`config.mk`:
```
export PLATFORM = sky130hd
export DESIGN_NAME = dram_multiport
export DESIGN_NICKNAME = d
export VERILOG_FILES = /design/src/rtl/dram_multiport_pkg.sv /design/src/rtl/dram_multiport_clear_seq.sv /design/src/rtl/dram_multiport.sv
export SDC_FILE = /design/constraint.sdc
export NUM_CORES = 1
export LEC_CHECK = 0
export BUFFER_PORTS_ARGS = -buffer_cell sky130_fd_sc_hd__buf_2
export CAP_MARGIN = 20
export CELL_PAD_IN_SITES_DETAIL_PLACEMENT = 1
export CELL_PAD_IN_SITES_GLOBAL_PLACEMENT = 1
export CORE_AREA = 2 2 176 178
export DETAILED_ROUTE_END_ITERATION = 6
export DIE_AREA = 0 0 178 180
export PLACE_DENSITY = 0.91
export SLEW_MARGIN = 20
export SYNTH_ARGS = -nofsm -noshare
export SYNTH_HDL_FRONTEND = slang
export SYNTH_SLANG_ARGS = --single-unit
```
`constraint.sdc`:
```
create_clock -name clk -period 4.07 [get_ports clk]
set_clock_uncertainty 0.2 [all_clocks]
set_input_delay 0 -clock clk [delete_from_list [all_inputs] [get_ports clk]]
set_output_delay 0 -clock clk [all_outputs]
set_load 0.1 [all_outputs]
```
`src/rtl/dram_multiport_pkg.sv`:
```
// Shared types and helpers for the multi-port distributed-RAM block.
// The optional parity store is enabled with DRAM_MULTIPORT_PARITY_EN.
package dram_multiport_pkg;

    // Clear sequencer states
    typedef enum logic {
        ST_IDLE  = 1'b0,
        ST_CLEAR = 1'b1
    } state_e;

    // Widest data word the parity helper covers
    localparam int unsigned PAR_MAX_W = 32;

    // Even-parity bit: makes the total count of ones in {par, data} even
    function automatic logic par_even(input logic [PAR_MAX_W-1:0] data);
        return ^data;
    endfunction

endpackage

```
`src/rtl/dram_multiport_clear_seq.sv`:
```
// Clear sequencer: walks every address once after reset or on request,
// asserting clr_we_o and holding busy_o high for the whole sweep.
module dram_multiport_clear_seq
    import dram_multiport_pkg::*;
#(
    parameter int unsigned ADDR_W = 6
) (
    input  logic              clk,
    input  logic              rst,
    input  logic              clear_req_i,
    output logic              busy_o,
    output logic              clr_we_o,
    output logic [ADDR_W-1:0] clr_addr_o
);

    localparam logic [ADDR_W-1:0] LAST_ADDR = {ADDR_W{1'b1}};

    state_e            state_q, state_d;
    logic [ADDR_W-1:0] cnt_q, cnt_d;
    logic              busy_q, busy_d;

    // State, counter and busy flag; reset starts a sweep from address 0
    always_ff @(posedge clk or posedge rst) begin
        if (rst) begin
            state_q <= ST_CLEAR;
            cnt_q   <= '0;
            busy_q  <= 1'b1;
        end else begin
            state_q <= state_d;
            cnt_q   <= cnt_d;
            busy_q  <= busy_d;
        end
    end

    // Next state: sweep until the last address is written, requests ignored mid-sweep
    always_comb begin
        state_d = state_q;
        cnt_d   = cnt_q;
        unique case (state_q)
            ST_IDLE: begin
                if (clear_req_i) begin
                    state_d = ST_CLEAR;
                    cnt_d   = '0;
                end
            end
            ST_CLEAR: begin
                cnt_d = cnt_q + ADDR_W'(1);
                if (cnt_q == LAST_ADDR) begin
                    state_d = ST_IDLE;
                end
            end
            default: state_d = ST_IDLE;
        endcase
        busy_d = (state_d == ST_CLEAR);
    end

    assign busy_o     = busy_q;
    assign clr_we_o   = (state_q == ST_CLEAR);
    assign clr_addr_o = cnt_q;

endmodule

```
`src/rtl/dram_multiport.sv`:
```
// Multi-port LUT-RAM: one write port, NUM_RD registered read ports,
// write-first bypass on collision and a built-in clear sweep.
// Define DRAM_MULTIPORT_PARITY_EN to store an even-parity bit per word
// and report mismatches on rd_perr.
module dram_multiport
    import dram_multiport_pkg::*;
#(
    parameter int unsigned       DATA_W    = 4,
    parameter int unsigned       ADDR_W    = 6,
    parameter int unsigned       NUM_RD    = 3,
    parameter logic [DATA_W-1:0] CLEAR_VAL = {DATA_W{1'b0}}
) (
    input  logic                     clk,
    input  logic                     rst,
    input  logic                     wr_en,
    input  logic [ADDR_W-1:0]        wr_addr,
    input  logic [DATA_W-1:0]        wr_data,
    input  logic [NUM_RD*ADDR_W-1:0] rd_addr,
    output logic [NUM_RD*DATA_W-1:0] rd_data,
`ifdef DRAM_MULTIPORT_PARITY_EN
    output logic [NUM_RD-1:0]        rd_perr,
`endif
    input  logic                     clear_req,
    output logic                     busy
);

    localparam int unsigned DEPTH = 2 ** ADDR_W;
`ifdef DRAM_MULTIPORT_PARITY_EN
    localparam int unsigned MEM_W = DATA_W + 1;
`else
    localparam int unsigned MEM_W = DATA_W;
`endif

    logic              clr_we;
    logic [ADDR_W-1:0] clr_addr;

    logic [MEM_W-1:0]  mem_q [DEPTH];
    logic              mem_we;
    logic [ADDR_W-1:0] mem_waddr;
    logic [DATA_W-1:0] mem_wdata;
    logic [MEM_W-1:0]  mem_wword;

    logic [NUM_RD*DATA_W-1:0] rd_q, rd_d;
    logic [ADDR_W-1:0]        rd_a;
    logic [MEM_W-1:0]         rd_word;
`ifdef DRAM_MULTIPORT_PARITY_EN
    logic [NUM_RD-1:0]        perr_q, perr_d;
`endif

    dram_multiport_clear_seq #(
        .ADDR_W (ADDR_W)
    ) u_clear_seq (
        .clk         (clk),
        .rst         (rst),
        .clear_req_i (clear_req),
        .busy_o      (busy),
        .clr_we_o    (clr_we),
        .clr_addr_o  (clr_addr)
    );

    // Write mux: the clear sweep owns the port while busy, user writes otherwise
    always_comb begin
        mem_we    = 1'b0;
        mem_waddr = wr_addr;
        mem_wdata = wr_data;
        if (busy) begin
            mem_we    = clr_we;
            mem_waddr = clr_addr;
            mem_wdata = CLEAR_VAL;
        end else begin
            mem_we    = wr_en;
        end
`ifdef DRAM_MULTIPORT_PARITY_EN
        mem_wword = {par_even(PAR_MAX_W'(mem_wdata)), mem_wdata};
`else
        mem_wword = mem_wdata;
`endif
    end

    // LUT-RAM array; contents are deliberately not reset
    always_ff @(posedge clk) begin
        if (mem_we) begin
            mem_q[mem_waddr] <= mem_wword;
        end
    end

    // Read ports: async array read with write-first bypass, forced to 0 while busy
    always_comb begin
        rd_d    = '0;
        rd_a    = '0;
        rd_word = '0;
`ifdef DRAM_MULTIPORT_PARITY_EN
        perr_d  = '0;
`endif
        if (!busy) begin
            for (int k = 0; k < NUM_RD; k++) begin
                rd_a    = rd_addr[k*ADDR_W +: ADDR_W];
                rd_word = mem_q[rd_a];
                if (wr_en && (rd_a == wr_addr)) begin
                    rd_d[k*DATA_W +: DATA_W] = wr_data;
                end else begin
                    rd_d[k*DATA_W +: DATA_W] = rd_word[DATA_W-1:0];
`ifdef DRAM_MULTIPORT_PARITY_EN
                    perr_d[k] = rd_word[DATA_W] ^ par_even(PAR_MAX_W'(rd_word[DATA_W-1:0]));
`endif
                end
            end
        end
    end

    // Read output registers
    always_ff @(posedge clk or posedge rst) begin
        if (rst) begin
            rd_q   <= '0;
`ifdef DRAM_MULTIPORT_PARITY_EN
            perr_q <= '0;
`endif
        end else begin
            rd_q   <= rd_d;
`ifdef DRAM_MULTIPORT_PARITY_EN
            perr_q <= perr_d;
`endif
        end
    end

    assign rd_data = rd_q;
`ifdef DRAM_MULTIPORT_PARITY_EN
    assign rd_perr = perr_q;
`endif

endmodule

```
==> qor_table.md <==
| Item | Reported |
|:---|:---|
| Max IR drop VDD | 0.318 mV |
| Result of the run | complete, no violations |
| Area fraction of the dominant cell type after synthesis | 48.5% |
| Total standard cell area after synthesis | 15800 um2 |
| Pwr per Cell Area | 448 nW/um2 |
| DRC marker count from the first detailed-route iteration | 1824 |
| CTS sink cnt | 275 |
| Number of hold violations in the final report | 0 |
| Source-to-sink clock delay at the later pin of the worst-skew pair | 0.57 ns |
| Initial Util | 52.5% |
| Critical path start-end classification | reg2reg |
| Cell with the most instances after synthesis | sky130_fd_sc_hd__edfxtp_1 |
| Worst-path clk slew | 0.07 ns |
| Count of endpoints failing setup in the final report | 0 |
| Total track usage | 35.6% |
| Worst setup path end | rd_data[7] |
| Leakage Power | 0.00587 uW |
| Total gr overflow | 0 |
| Required time worst endpoint | 4.32 ns |
| Reg2reg setup slack | 0.62 ns |
| Post-detail-place hpwl | 37200 um |
| Core Box Area | 30200 um2 |
| Number of optimization iterations in the first detailed-route pass | 6 |
| Worst reg2reg startpoint | mem_q[53][3] |
| Number of instances resized during post-cts repair | 0 |
| Most numerous cell types in the synthesized netlist | sky130_fd_sc_hd__edfxtp_1, sky130_fd_sc_hd__mux4_2, sky130_fd_sc_hd__mux2_2 |
| Total chip power | 7820 uW |
| Setup repair after global routing missed its margin | false |
| DR vias | 12000 |
| Net total in the final layout | 1196 |
| Reg2Reg Capture Point | rd_data[7] |
| Number of register bits inferred by synthesis | 275 |
| Area enclosed by the die boundary | 32000 um2 |
| Post-placement cell area | 16300 um2 |
| Top cells by area in the synthesized netlist | sky130_fd_sc_hd__edfxtp_1, sky130_fd_sc_hd__mux4_2, sky130_fd_sc_hd__mux2_2 |
| Maximum root-to-sink buffer count | 3 |
| Top cell type by total area after synthesis | sky130_fd_sc_hd__edfxtp_1 |
| Post-synth top flop | sky130_fd_sc_hd__edfxtp_1 |
| Synthesized net count | 1173 |
| Worst setup EP type | register |
| Cells after Synth | 1140 |
| Fraction of the yosys area taken by sequential cells | 51.5% |
| Buffer type at the clock tree root | sky130_fd_sc_hd__clkbuf_16 |
| Count of max-cap constraint violations | 0 |
| Top routing layer in use | met4 |
| DR WL/cell | 35.5 um |
| Global placement routability congestion | 1.03 |
| Number of top-level pins | 45 |
| Number of port buffers | 44 |
| Detailed-route wire length on metal 1 | 19500 um |
| Maximum number of pins on one net before global-route repair | 65 |
| TritonCTS clock tree | done |
| # diodes | 0 |
| DR DRC count | 0 |
| Total non-filler cell area in the finished layout | 17500 um2 |
| Growth of design area from synthesis to finish | 10.1% |
| Critical path startpoint | mem_q[53][3] |
| Aggregate negative setup slack | 0 ns |
| Metal2 WL | 26100 um |
| Die height | 180 um |
| First-pass GRT wire length | 83500 um |
| Number of vias per cell | 7.61 |
| Type of the worst min-delay path | in2reg |
| Average size of a mapped cell | 13.9 um2 |
| Post-route fraction of the period consumed by the critical path | 84.9% |
| Startpoint class of the critical path | register |
| Horiz. Die Dim | 178 um |
| WP data arrival | 3.70 ns |
| Post-synth EDFFs | 256 |
| Antenna violations before repair | 1 |
| Fraction of final layout cells sized beyond drive strength 1 | 26.9% |
| Max-slew violation count | 0 |
| Number of nets still failing antenna checks after routing | 0 |
| Asr flop ratio synth | 6.91% |
| Worst slew slack as a fraction of its limit | 29.8% |
| Final period demand of the worst path | 3.45 ns |
| Final Routed Wirelength | 56200 um |
| Inserted Clock Buffers | 30 |
| Number of distinct library cell variants in the gate-level netlist after synthesis | 58 |
| Amount of wire on met3 after detailed routing | 7060 um |
| Number of rows created at floorplan | 64 |
| Fmax | 290 MHz |
| Number of warning messages in the yosys log | 0 |
| Worst Reg-to-Reg Cells | 6 |
| CTS H-tree lvls | 1 |
| Worst-Margin Slew | 1.05 ns |
| Largest driver fanout on the critical path | 3 |
| Via count of the first global-routing pass | 12400 |
metal layers:
metal  up-vias  global-route usage [%]
li1       4678                       -
met4         0                    17.4
met3       264                    9.77
met1      6064                    46.1
met2      1038                    55.3
met5         -                       0
stage by stage:
step | util [%] | hold WS (ns) | setup WS, ns | std cells
global placement | 53.9 | 0.0156 | 1.21 | 1507
detailed placement | 53.9 | 0.0304 | 1.07 | 1507
floorplan | - | -0.250 | 1.38 | 1140
finish | 57.8 | 0.0122 | 0.617 | 1583
CTS | 57.8 | 0.00456 | 0.970 | 1583
global route | 57.8 | 0.0388 | 0.683 | 1583
where the power goes:
part           internal [uW]  switching (uW)
Clock                   1570            1180
Combinational            518            1060
Sequential              3300             192
Total                   5380            2440
cell usage in the layout (no fill, tap or decap), types with 31 or more instances in the layout:
master and instances:
sky130_fd_sc_hd__o22ai_1 49, sky130_fd_sc_hd__clkbuf_16 31, sky130_fd_sc_hd__mux2_2 85, sky130_fd_sc_hd__nor2_1 82, sky130_fd_sc_hd__o21ai_0 31, sky130_fd_sc_hd__mux4_2 107, sky130_fd_sc_hd__mux2i_1 78, sky130_fd_sc_hd__nor2b_1 37
sky130_fd_sc_hd__edfxtp_1 256, sky130_fd_sc_hd__a211oi_1 31, sky130_fd_sc_hd__nand2_1 49, sky130_fd_sc_hd__buf_2 41
flip-flops by register name, indices dropped and copies added (netlist names):
| signal | cells |
|---|---|
| mem_q | 256 |
| u_clear_seq.clr_we_o | 1 |
| u_clear_seq.clr_addr_o | 6 |
| rd_data | 12 |
worst min path at each step:
stage | from | endpoint | slack [ns] | cells after the start
finish | clear_req | u_clear_seq.clr_addr_o[1] | 0.01 | 3
CTS | wr_addr[0] | mem_q[44][3] | 0.005 | 3
floorplan | rst | rd_data[0] | -0.25 | 1
detailed placement | rst | u_clear_seq.clr_addr_o[0] | 0.03 | 2
global route | wr_addr[0] | mem_q[44][3] | 0.04 | 3
global placement | rst | u_clear_seq.clr_addr_o[0] | 0.02 | 2
cell families (layout without fill, tap and decap cells):
group,Yosys count,count (layout),share of synthesized area [%]
fa+ha+maj,1,1,0.0790
compound gates,206,206,9.15
buf+inv,106,153,3.52
simple gates,260,260,8.11
flops,275,275,51.5
mux,272,272,26.5
xor+xnor,20,20,1.11
critical path, stage by stage (launching register included):
cell	delay, ns
sky130_fd_sc_hd__edfxtp_1	0.43
sky130_fd_sc_hd__mux4_2	0.48
sky130_fd_sc_hd__mux2i_1	0.64
sky130_fd_sc_hd__o21ai_0	0.33
sky130_fd_sc_hd__or3_1	0.43
sky130_fd_sc_hd__a32o_1	0.27
sky130_fd_sc_hd__dlygate4sd3_1	0.57
area by class of cell:
| cell class | instances | area, um2 |
|---|---|---|
| Timing Repair Buffer | 87 | 638 |
| Multi-Input combinational cell | 759 | 7120 |
| Tap cell | 396 | 495 |
| Sequential cell | 275 | 8160 |
| Clock inverter | 15 | 120 |
| Inverter | 10 | 37.5 |
| Clock buffer | 41 | 873 |
| Fill cell | 2862 | 12700 |
what timing repair did:
action	in CTS	in global routing
endpoints found under the hold margin	50	0
hold buffers	20	0
setup endpoints to repair	0	0
setup buffers	0	0
Power figures use the tool's default switching activity.
